### src/rtl/anim_mode_ctrl.sv
// ----------------------------------------------------------------------------
// anim_mode_ctrl
//   Control stage in front of the LED animation mux. Three raw push-buttons
//   are synchronised, debounced into single-cycle press pulses, and used to
//   step the animation mode (with wrap) and toggle the output enable. An
//   optional auto-advance timer steps the mode forward on a fixed period.
//
//   Parameters
//     NUM_MODES    number of valid modes (2..8), mode range 0..NUM_MODES-1
//     DEB_CYCLES   stable cycles needed before a level change is accepted
//     AUTO_PERIOD  cycles between automatic mode advances
//
//   Ports
//     clk       system clock, rising edge
//     rst       asynchronous, active-low reset
//     btn_next  raw async button: step mode forward
//     btn_prev  raw async button: step mode backward
//     btn_en    raw async button: toggle en
//     auto_sel  synchronous level, 1 enables auto-advance
//     mode      registered animation mode
//     en        registered animation enable
//     mode_chg  one-cycle pulse in the cycle mode takes a new value
// ----------------------------------------------------------------------------

// ----------------------------------------------------------------------------
// anim_mode_deb
//   Debounce FSM for one synchronised button. Emits a registered one-cycle
//   press pulse after DEB_CYCLES+1 consecutive high samples, then requires the
//   same amount of quiet low time before another press can be armed. A short
//   return high while releasing drops back to HELD without a new pulse.
//
//   Ports
//     clk, rst  clock / async active-low reset
//     sync_in   synchronised button level
//     press     one-cycle pulse per accepted press
// ----------------------------------------------------------------------------
module anim_mode_deb #(
    parameter int DEB_CYCLES = 16
) (
    input  logic clk,
    input  logic rst,
    input  logic sync_in,
    output logic press
);

    localparam int CW = (DEB_CYCLES > 2) ? $clog2(DEB_CYCLES) : 1;
    localparam logic [CW-1:0] CNT_LAST = CW'(DEB_CYCLES - 1);

    typedef enum logic [1:0] {
        IDLE,
        ARM,
        HELD,
        DISARM
    } deb_state_t;

    deb_state_t    state, state_nxt;
    logic [CW-1:0] cnt, cnt_nxt;
    logic          press_nxt;

    always_ff @(posedge clk or negedge rst) begin
        if (!rst) begin
            state <= IDLE;
            cnt   <= '0;
            press <= 1'b0;
        end else begin
            state <= state_nxt;
            cnt   <= cnt_nxt;
            press <= press_nxt;
        end
    end

    always_comb begin
        state_nxt = state;
        cnt_nxt   = cnt;
        press_nxt = 1'b0;
        case (state)
            IDLE: begin
                if (sync_in) begin
                    state_nxt = ARM;
                    cnt_nxt   = '0;
                end
            end
            ARM: begin
                // a drop while arming abandons the press entirely
                if (!sync_in) begin
                    state_nxt = IDLE;
                end else if (cnt == CNT_LAST) begin
                    state_nxt = HELD;
                    press_nxt = 1'b1;
                end else begin
                    cnt_nxt = cnt + 1'b1;
                end
            end
            HELD: begin
                if (!sync_in) begin
                    state_nxt = DISARM;
                    cnt_nxt   = '0;
                end
            end
            DISARM: begin
                // release bounce: go back to HELD, no second pulse
                if (sync_in) begin
                    state_nxt = HELD;
                end else if (cnt == CNT_LAST) begin
                    state_nxt = IDLE;
                end else begin
                    cnt_nxt = cnt + 1'b1;
                end
            end
            default: begin
                state_nxt = IDLE;
                cnt_nxt   = '0;
            end
        endcase
    end

endmodule

module anim_mode_ctrl #(
    parameter int NUM_MODES   = 5,
    parameter int DEB_CYCLES  = 16,
    parameter int AUTO_PERIOD = 1024
) (
    input  logic       clk,
    input  logic       rst,
    input  logic       btn_next,
    input  logic       btn_prev,
    input  logic       btn_en,
    input  logic       auto_sel,
    output logic [2:0] mode,
    output logic       en,
    output logic       mode_chg
);

    localparam int NUM_BTN = 3;
    localparam int BTN_NEXT = 0;
    localparam int BTN_PREV = 1;
    localparam int BTN_EN   = 2;
    localparam int AW = (AUTO_PERIOD > 2) ? $clog2(AUTO_PERIOD) : 1;
    localparam logic [2:0]    MODE_LAST = 3'(NUM_MODES - 1);
    localparam logic [AW-1:0] AUTO_LAST = AW'(AUTO_PERIOD - 1);

    // ------------------------------------------------------------------
    // Two-flop synchronisers, one per button
    // ------------------------------------------------------------------
    logic [NUM_BTN-1:0] btn_raw;
    logic [NUM_BTN-1:0] sync_a;
    logic [NUM_BTN-1:0] sync_b;
    logic [NUM_BTN-1:0] press;

    assign btn_raw = {btn_en, btn_prev, btn_next};

    always_ff @(posedge clk or negedge rst) begin
        if (!rst) begin
            sync_a <= '0;
            sync_b <= '0;
        end else begin
            sync_a <= btn_raw;
            sync_b <= sync_a;
        end
    end

    // ------------------------------------------------------------------
    // Debouncers
    // ------------------------------------------------------------------
    anim_mode_deb #(
        .DEB_CYCLES(DEB_CYCLES)
    ) u_deb [NUM_BTN-1:0] (
        .clk    (clk),
        .rst    (rst),
        .sync_in(sync_b),
        .press  (press)
    );

    logic press_next;
    logic press_prev;
    logic press_en;

    assign press_next = press[BTN_NEXT];
    assign press_prev = press[BTN_PREV];
    assign press_en   = press[BTN_EN];

    // ------------------------------------------------------------------
    // Auto-advance timer: runs only while auto_sel and en are both set.
    // A manual step restarts the full period so an auto step never lands
    // right after the user picked a mode.
    // ------------------------------------------------------------------
    logic [AW-1:0] auto_cnt;
    logic          auto_run;
    logic          auto_tick;

    assign auto_run  = auto_sel & en;
    assign auto_tick = auto_run && (auto_cnt == AUTO_LAST);

    always_ff @(posedge clk or negedge rst) begin
        if (!rst) begin
            auto_cnt <= '0;
        end else if (!auto_run || press_next || press_prev || auto_tick) begin
            auto_cnt <= '0;
        end else begin
            auto_cnt <= auto_cnt + 1'b1;
        end
    end

    // ------------------------------------------------------------------
    // Mode stepping. Opposing manual presses cancel; any manual press
    // takes priority over the auto tick so at most one step happens.
    // ------------------------------------------------------------------
    logic       step_fwd;
    logic       step_back;
    logic [2:0] mode_nxt;

    always_comb begin
        step_fwd  = 1'b0;
        step_back = 1'b0;
        if (press_next && !press_prev) begin
            step_fwd = 1'b1;
        end else if (press_prev && !press_next) begin
            step_back = 1'b1;
        end else if (!press_next && !press_prev && auto_tick) begin
            step_fwd = 1'b1;
        end

        mode_nxt = mode;
        if (step_fwd) begin
            mode_nxt = (mode == MODE_LAST) ? 3'd0 : mode + 3'd1;
        end else if (step_back) begin
            mode_nxt = (mode == 3'd0) ? MODE_LAST : mode - 3'd1;
        end
    end

    always_ff @(posedge clk or negedge rst) begin
        if (!rst) begin
            mode     <= 3'd0;
            en       <= 1'b0;
            mode_chg <= 1'b0;
        end else begin
            mode     <= mode_nxt;
            mode_chg <= (mode_nxt != mode);
            en       <= en ^ press_en;
        end
    end

endmodule

### config.mk
export PLATFORM = sky130hd
export DESIGN_NAME = anim_mode_ctrl
export DESIGN_NICKNAME = d
export VERILOG_FILES = /design/src/rtl/anim_mode_ctrl.sv
export SDC_FILE = /design/constraint.sdc
export NUM_CORES = 1
export LEC_CHECK = 0
export BUFFER_PORTS_ARGS = -buffer_cell sky130_fd_sc_hd__buf_2
export CAP_MARGIN = 20
export CELL_PAD_IN_SITES_DETAIL_PLACEMENT = 1
export CELL_PAD_IN_SITES_GLOBAL_PLACEMENT = 1
export CORE_MARGIN = 2
export CORE_UTILIZATION = 43
export DETAILED_ROUTE_END_ITERATION = 8
export PLACE_DENSITY = 0.72
export SYNTH_ARGS = -nofsm -noshare
export SYNTH_HDL_FRONTEND = slang
export SYNTH_SLANG_ARGS = --single-unit
### constraint.sdc
create_clock -name clk -period 1.55 [get_ports clk]
set_input_delay 0.31 -clock clk [delete_from_list [all_inputs] [get_ports clk]]
set_output_delay 0.31 -clock clk [all_outputs]
set_load 0.05 [all_outputs]
### Word level (Yosys, flattened, before mapping)

Index checks and enable logic that the tools add are counted.

| storage, ports and cells | value |
|---|---|
| input port bits | 6 |
| flip-flop bits (word level) | 42 |
| word-level logic and storage cells | 135 |
| output and inout bits | 5 |

| operators by class | value |
|---|---|
| add/subtract/negate cells | 6 |
| mux-type cells | 58 |
| bitwise gates (word level) | 2 |
| equal/unequal tests | 33 |
| reductions and logical operators | 21 |

Operators by type and width:

| operator | number |
|---|---|
| 2-to-1 mux 4 bit | 15 |
| case mux 4 bit (4 select lines) | 3 |
| 2-to-1 mux 2 bit | 18 |
| != test 2 bit (second input constant) | 12 |
| case mux 2 bit (4 select lines) | 3 |
| AND reduction 4 bit | 6 |
| != test 3 x 2 -> 1 bit (second input constant) | 6 |
| 2-to-1 mux 1 bit | 14 |
| adder 4 x 1 -> 4 bit (second input constant) | 3 |
| == test 2 bit (second input constant) | 6 |
| == test 4 bit (second input constant) | 3 |
| 2-to-1 mux 3 bit | 4 |
| adder 10 x 1 -> 10 bit (second input constant) | 1 |
| == test 10 bit (second input constant) | 1 |
| 2-to-1 mux 10 bit | 1 |
| == test 2 x 1 -> 1 bit (second input constant) | 3 |
| logical NOT 2 bit | 3 |
| logical AND 1 bit | 5 |
| adder 3 x 1 -> 3 bit (second input constant) | 1 |
| == test 3 bit (second input constant) | 1 |
| logical NOT 1 bit | 3 |
| logical NOT 3 bit | 1 |
| logical OR 1 bit | 3 |
| != test 3 bit | 1 |
| other kinds (3) | 3 |

### Depth between registers and ports, before layout

| logic depth | value |
|---|---|
| depth after elaboration | 8 |
| depth in mapped cells | 6 |
| depth with buffers taken out | 6 |

### Modules after synthesis

A second synthesis with hierarchy kept.

| second synthesis, totals | value |
|---|---|
| cells, all modules | 190 |
| area, all modules | 1,990.7 um^2 |

Modules (own cells, without submodules):

| module | area each (um^2) | seq. area each (um^2) | times used | cells each |
|---|---|---|---|---|
| anim_mode_ctrl | 1,014.7 | 525.5 | 1 | 91 |
| anim_mode_deb | 325.3 | 175.2 | 3 | 33 |

### Worst setup path before layout

No wires, ideal clock.

| path | value |
|---|---|
| path type | reg-to-reg |
| start | register mode[0] |
| end | register mode[1] |
| setup slack | -224 ps |
| data required time | 1,422 ps |
| setup time | 128 ps |
| period minus slack after synthesis | 1,774 ps |
| path buffers | 0 |
| data arrival time | 1,646 ps |
| cell stages (with the launch flop) | 7 |
| cells stage by stage | dfrtp_1 > inv_1 > ha_1 > mux2_2 > a2bb2oi_1 > o21ai_0 > a21oi_1 |

| on the way | value |
|---|---|
| longest elaborated chain between the ends | 4 |
| elaborated cells on any way between the ends | 8 |
| classes of those cells | 2 x add/sub; 1 x eq/ne; 4 x mux; 1 x reduce/logical |

RTL lines:

| what | RTL line | source |
|---|---|---|
| start: declaration | 130 | `output logic [2:0] mode,` |
| start signal: assignment | 238 | `mode <= mode_nxt;` |
| subtractor 3 x 1 -> 3 bit or logical NOT 3 bit (tied branches) | 228 | `mode_nxt = (mode == 3'd0) ? MODE_LAST : mode - 3'd1;` |
| 2-to-1 mux 3 bit | 228 |  |
| 2-to-1 mux 3 bit | 227 | `end else if (step_back) begin` |
| 2-to-1 mux 3 bit (*) | 225 | `if (step_fwd) begin` |
| via mode_nxt[1] | 211 | `logic [2:0] mode_nxt;` |

Mark *: on every way through the listed nets, which the timed path passes. The rest lies on a longest branch.
A chain may end at the register's enable or synchronous reset.

### Final worst setup path

| path | value |
|---|---|
| start | register auto_cnt[0] |
| end | register mode[2] |

| on the way | value |
|---|---|
| longest elaborated chain between the ends | 7 |

RTL lines:

| what | RTL line | source |
|---|---|---|
| start: declaration | 188 | `logic [AW-1:0] auto_cnt;` |
| start signal: assignment | 201 | `auto_cnt <= auto_cnt + 1'b1;` |
| == test 10 bit | 193 | `assign auto_tick = auto_run && (auto_cnt == AUTO_LAST);` |
| logical AND 1 bit | 193 |  |
| logical AND 1 bit | 220 | `end else if (!press_next && !press_prev && auto_tick) begin` |
| 2-to-1 mux 1 bit | 220 |  |
| 2-to-1 mux 1 bit | 218 | `end else if (press_prev && !press_next) begin` |
| 2-to-1 mux 1 bit | 216 | `if (press_next && !press_prev) begin` |
| 2-to-1 mux 3 bit | 225 |  |
| via mode_nxt[2] | 211 |  |

The timed path passes the listed nets, and every way through them passes these cells.

==> impl.org <==
** Synthesis
- In this run, synthesis produced a sequential element count of 42.
- Area fraction of the dominant cell type after synthesis :: 0.5310
- Count of flip-flops with a built-in enable after synthesis :: 0
- Per-instance average area after synthesis :: 10.76 um^2
- The biggest area contributor in the post-synthesis netlist is dfrtp_1.
- Post-synth design cell area :: 1979 um^2
- Most used flip-flop cell after synthesis :: dfrtp_1
- By area the synthesized netlist is led by dfrtp_1, mux2_2, ha_1, nor2_1, a22o_1.
- Dominant cell by count in the synthesized netlist :: dfrtp_1
- Gate count of the mapped netlist :: 184
- List of most frequent post-synthesis cells :: dfrtp_1, nor2_1, nand2_1
- Async set or reset register ratio after synthesis :: 1.000
- Counting every net in the synthesized netlist gives between 150 and 200.
- Yosys printed 0 warnings.
- After synthesis, the netlist uses 31 different library cells.
- Post-synthesis sequential area ratio :: 0.5310

** STA
- Setup repair after global routing could not meet its margin everywhere.
- Setup violations remaining at the end of the flow were counted as 0.
- Timing would allow up to 0.6503 GHz.
- Slew of the pin with the lowest slew margin :: 384.6 ps
- Hold Fails Final Rpt :: 0
- Of the available clock period, the critical path in the final layout requires 0.9921.
- The count of final max-slew check failures is 0.
- The smallest clock period supported by the final layout is computed as 1538 ps.
- Measured against its own limit, the worst slew margin works out to 0.7436.
- Clock skew on the completed layout was measured at 13.18 ps.

** Die
- After floorplanning, the core was divided into 24 placement rows.
- From bottom edge to top edge, the die measures 71.85 um.
- The die covers 5162 um^2.
- Effective utilization at floorplan :: 0.4515
- The die is 71.85 um wide.
- The core region is 4384 um^2.
- In this run the count of I/O pins placed on the die edge is 11.

** Clocking
- In this run, CTS created clock tree buffers numbering 5.
- Max Buffers Root-to-Sink :: 2
- The H-tree generated during clock tree synthesis spans 2 levels.
- Root Buffer Master :: clkbuf_8
- Insertion delay to the later sink of the worst-skew pair :: 310 ps
- After clock tree synthesis, the clock-pin slew on the worst setup and hold paths is 90 ps.
- Clock tree sinks :: 42
- TritonCTS built the clock tree.

** Layout
- With fillers left out, the area of the finished cells amounts to 2450 um^2.
- The repair_antennas step left the layout with diodes totalling 0.
- Fraction of final layout cells with drive strength greater than 1 :: 0.3227
- Number of nets in the final layout :: about 230
- The area growth from synthesis to layout is 23.77%.

** Global route
- Global-route wire length before repair :: 7093 um
- Number of antenna violations at the first check in global routing :: 0
- Number of global-route vias before repair :: 1521
- Total gr overflow :: 0
- For this run, the total global-route usage over all layers was measured as 0.1808.
- Entering global routing, the biggest net connects 29 pins.

** Drt
- In this run the remaining antenna-violating nets after routing total 0.
- After detailed routing, the number of vias per cell comes to 5.599.
- After detailed routing, the total wire length is roughly 4400 um.
- The first TritonRoute pass finished after 5 iterations.
- The routed layout has 1523 vias.
- Post-DR wirelength/cell :: roughly 16 um
- Number of remaining DRC errors :: 0
- In this run, the number of DRC markers left after iteration 0 of detailed routing was 61.

** Setup path
- Slowest CP cell :: or4_4
- Data on the critical path arrives at its endpoint at 1730 ps.
- STA classifies the critical path endpoint as a flop.
- Worst setup path category :: flop to flop
- Of all nets on the critical path, the largest fanout is 3.
- Launching element type of the critical path :: flop
- Critical Path, Cell by Cell :: ha_4 > nand4_4 > or4_4 > a221oi_2 > a31oi_1
- Crit path required time :: 1740 ps
- On the worst path, the slowest cell contributes a delay of 450 ps.

** Job
- Max-cap violations in this run came to 0.

** Power and ir drop
- IR analysis of the VDD net gives a maximum drop of approximately 480 uV.
- For this design the static power due to leakage is 1.088 nW.
- Total power after layout :: 2.127 mW
- PD cells :: 868.4 nW/um^2

** Placed design
- Number of port buffers :: 10
- Routability-driven placement finished with a final weighted congestion of 0.8070.
- In this run the cell area measured after placement is 2223 um^2.
- Post-detail-place hpwl :: 3043 um

** Run status
- Status :: completed

** Hold path
- In this run the worst hold path is classified as input pin to flop.
[worst max-delay path, delay by kind of cell, from the launching register on]
family,cells,cell delay (ps)
AO/OA/AOI/OAI,2,290
adder cells (fa/ha/maj),1,160
flip-flops,1,400
AND/OR/NAND/NOR,2,570
[where the power goes]
| group | internal, mW | switching [mW] |
|---|---|---|
| Clock | 0.358 | 0.386 |
| Sequential | 1.14 | 0.0568 |
| Combinational | 0.0993 | 0.0829 |
| Total | 1.60 | 0.526 |
[cells by family (layout without fill, tap and decap cells)]
| logic type | Yosys count | in the layout | synth area share |
|---|---|---|---|
| muxes | 9 | 9 | 0.05057 |
| DFF | 42 | 42 | 0.5310 |
| and+or+nand+nor | 67 | 67 | 0.1732 |
| adders and majority gates | 7 | 7 | 0.04425 |
| xor gates and xnor gates | 15 | 15 | 0.06637 |
| buffers and inverters | 9 | 44 | 0.01707 |
| AOI/OAI and AO/OA | 35 | 36 | 0.1176 |
[worst paths after layout]
| check | start | end | depth (start not counted) | slack (ps) |
|---|---|---|---|---|
| worst max-delay path | auto_cnt[0] | mode[2] | 5 | 10 |
| worst min-delay path | btn_next | sync_a[0] | 1 | 110 |
| worst max register to register | auto_cnt[0] | mode[2] | 5 | 10 |
| worst min register to register | sync_a[0] | sync_b[0] | 0 | 360 |
| max in group asynchronous | rst | mode[0] | 3 | 590 |
| min in group asynchronous | rst | u_deb[0].cnt[3] | 2 | 470 |
[metrics by stage]
step,util,worst slack [ps],cells,TNS [ps],hold WS [ps]
floorplan,-,-2.323,184,-2.323,14.41
global placement,0.5071,39.80,256,0,238.0
detailed placement,0.5071,-22.51,256,-58.44,250.9
CTS,0.5340,3.336,266,0,104.3
global route,0.5588,-57.06,272,-219.8,97.86
finish,0.5588,12.17,272,0,110.4
[per-layer routing]
layer | vias to the layer above | wire length (um) | global-route usage | part of all wire
met4 | 0 | 97 | 0.08595 | 0.022
met2 | 23 | 2166 | 0.2829 | 0.50
li1 | 723 | - | - | -
met1 | 767 | 1953 | 0.2351 | 0.45
met3 | 10 | 150 | 0.04641 | 0.034
met5 | - | 0 | 0 | 0
[sequential cells by signal (all words and copies together), names as in the netlist, 3 cells and up, named ones only]
name         count
u_deb.cnt       12
sync_a           3
mode             3
u_deb.state      3
auto_cnt        10
u_deb.press      3
sync_b           3
[placed cells by master, fill, tap and decap left out, types with 4 or more instances in the layout]
master    instances
dfrtp_1          39
buf_4            19
nor2_1           17
nand2_1          13
a21oi_1          11
o21ai_0          10
buf_2            10
mux2_2            8
xor2_1            8
a22o_1            8
xnor2_1           7
nand3_1           6
nor2_2            6
clkbuf_8          6
nor3_1            5
inv_1             4
[timing repair]
action | CTS | global route
pin swaps | 1 | 6
buffers inserted | 1 | 5
hold buffers | 1 | 0
setup endpoints to repair | 11 | 15
gates resized for setup | 1 | 15
cloned | 0 | 1
hold endpoints to repair | 14 | 0
[layout make-up]
type                       count  area [um^2]
fill                         487         1934
clock buffer                   6        82.58
multi-input combinational    134        993.5
timing repair buffer          31        222.7
tap                           52        65.06
inverter                       5        18.77
clock inverter                 2        12.51
sequential                    42         1055
Power figures use the tool's default switching activity.
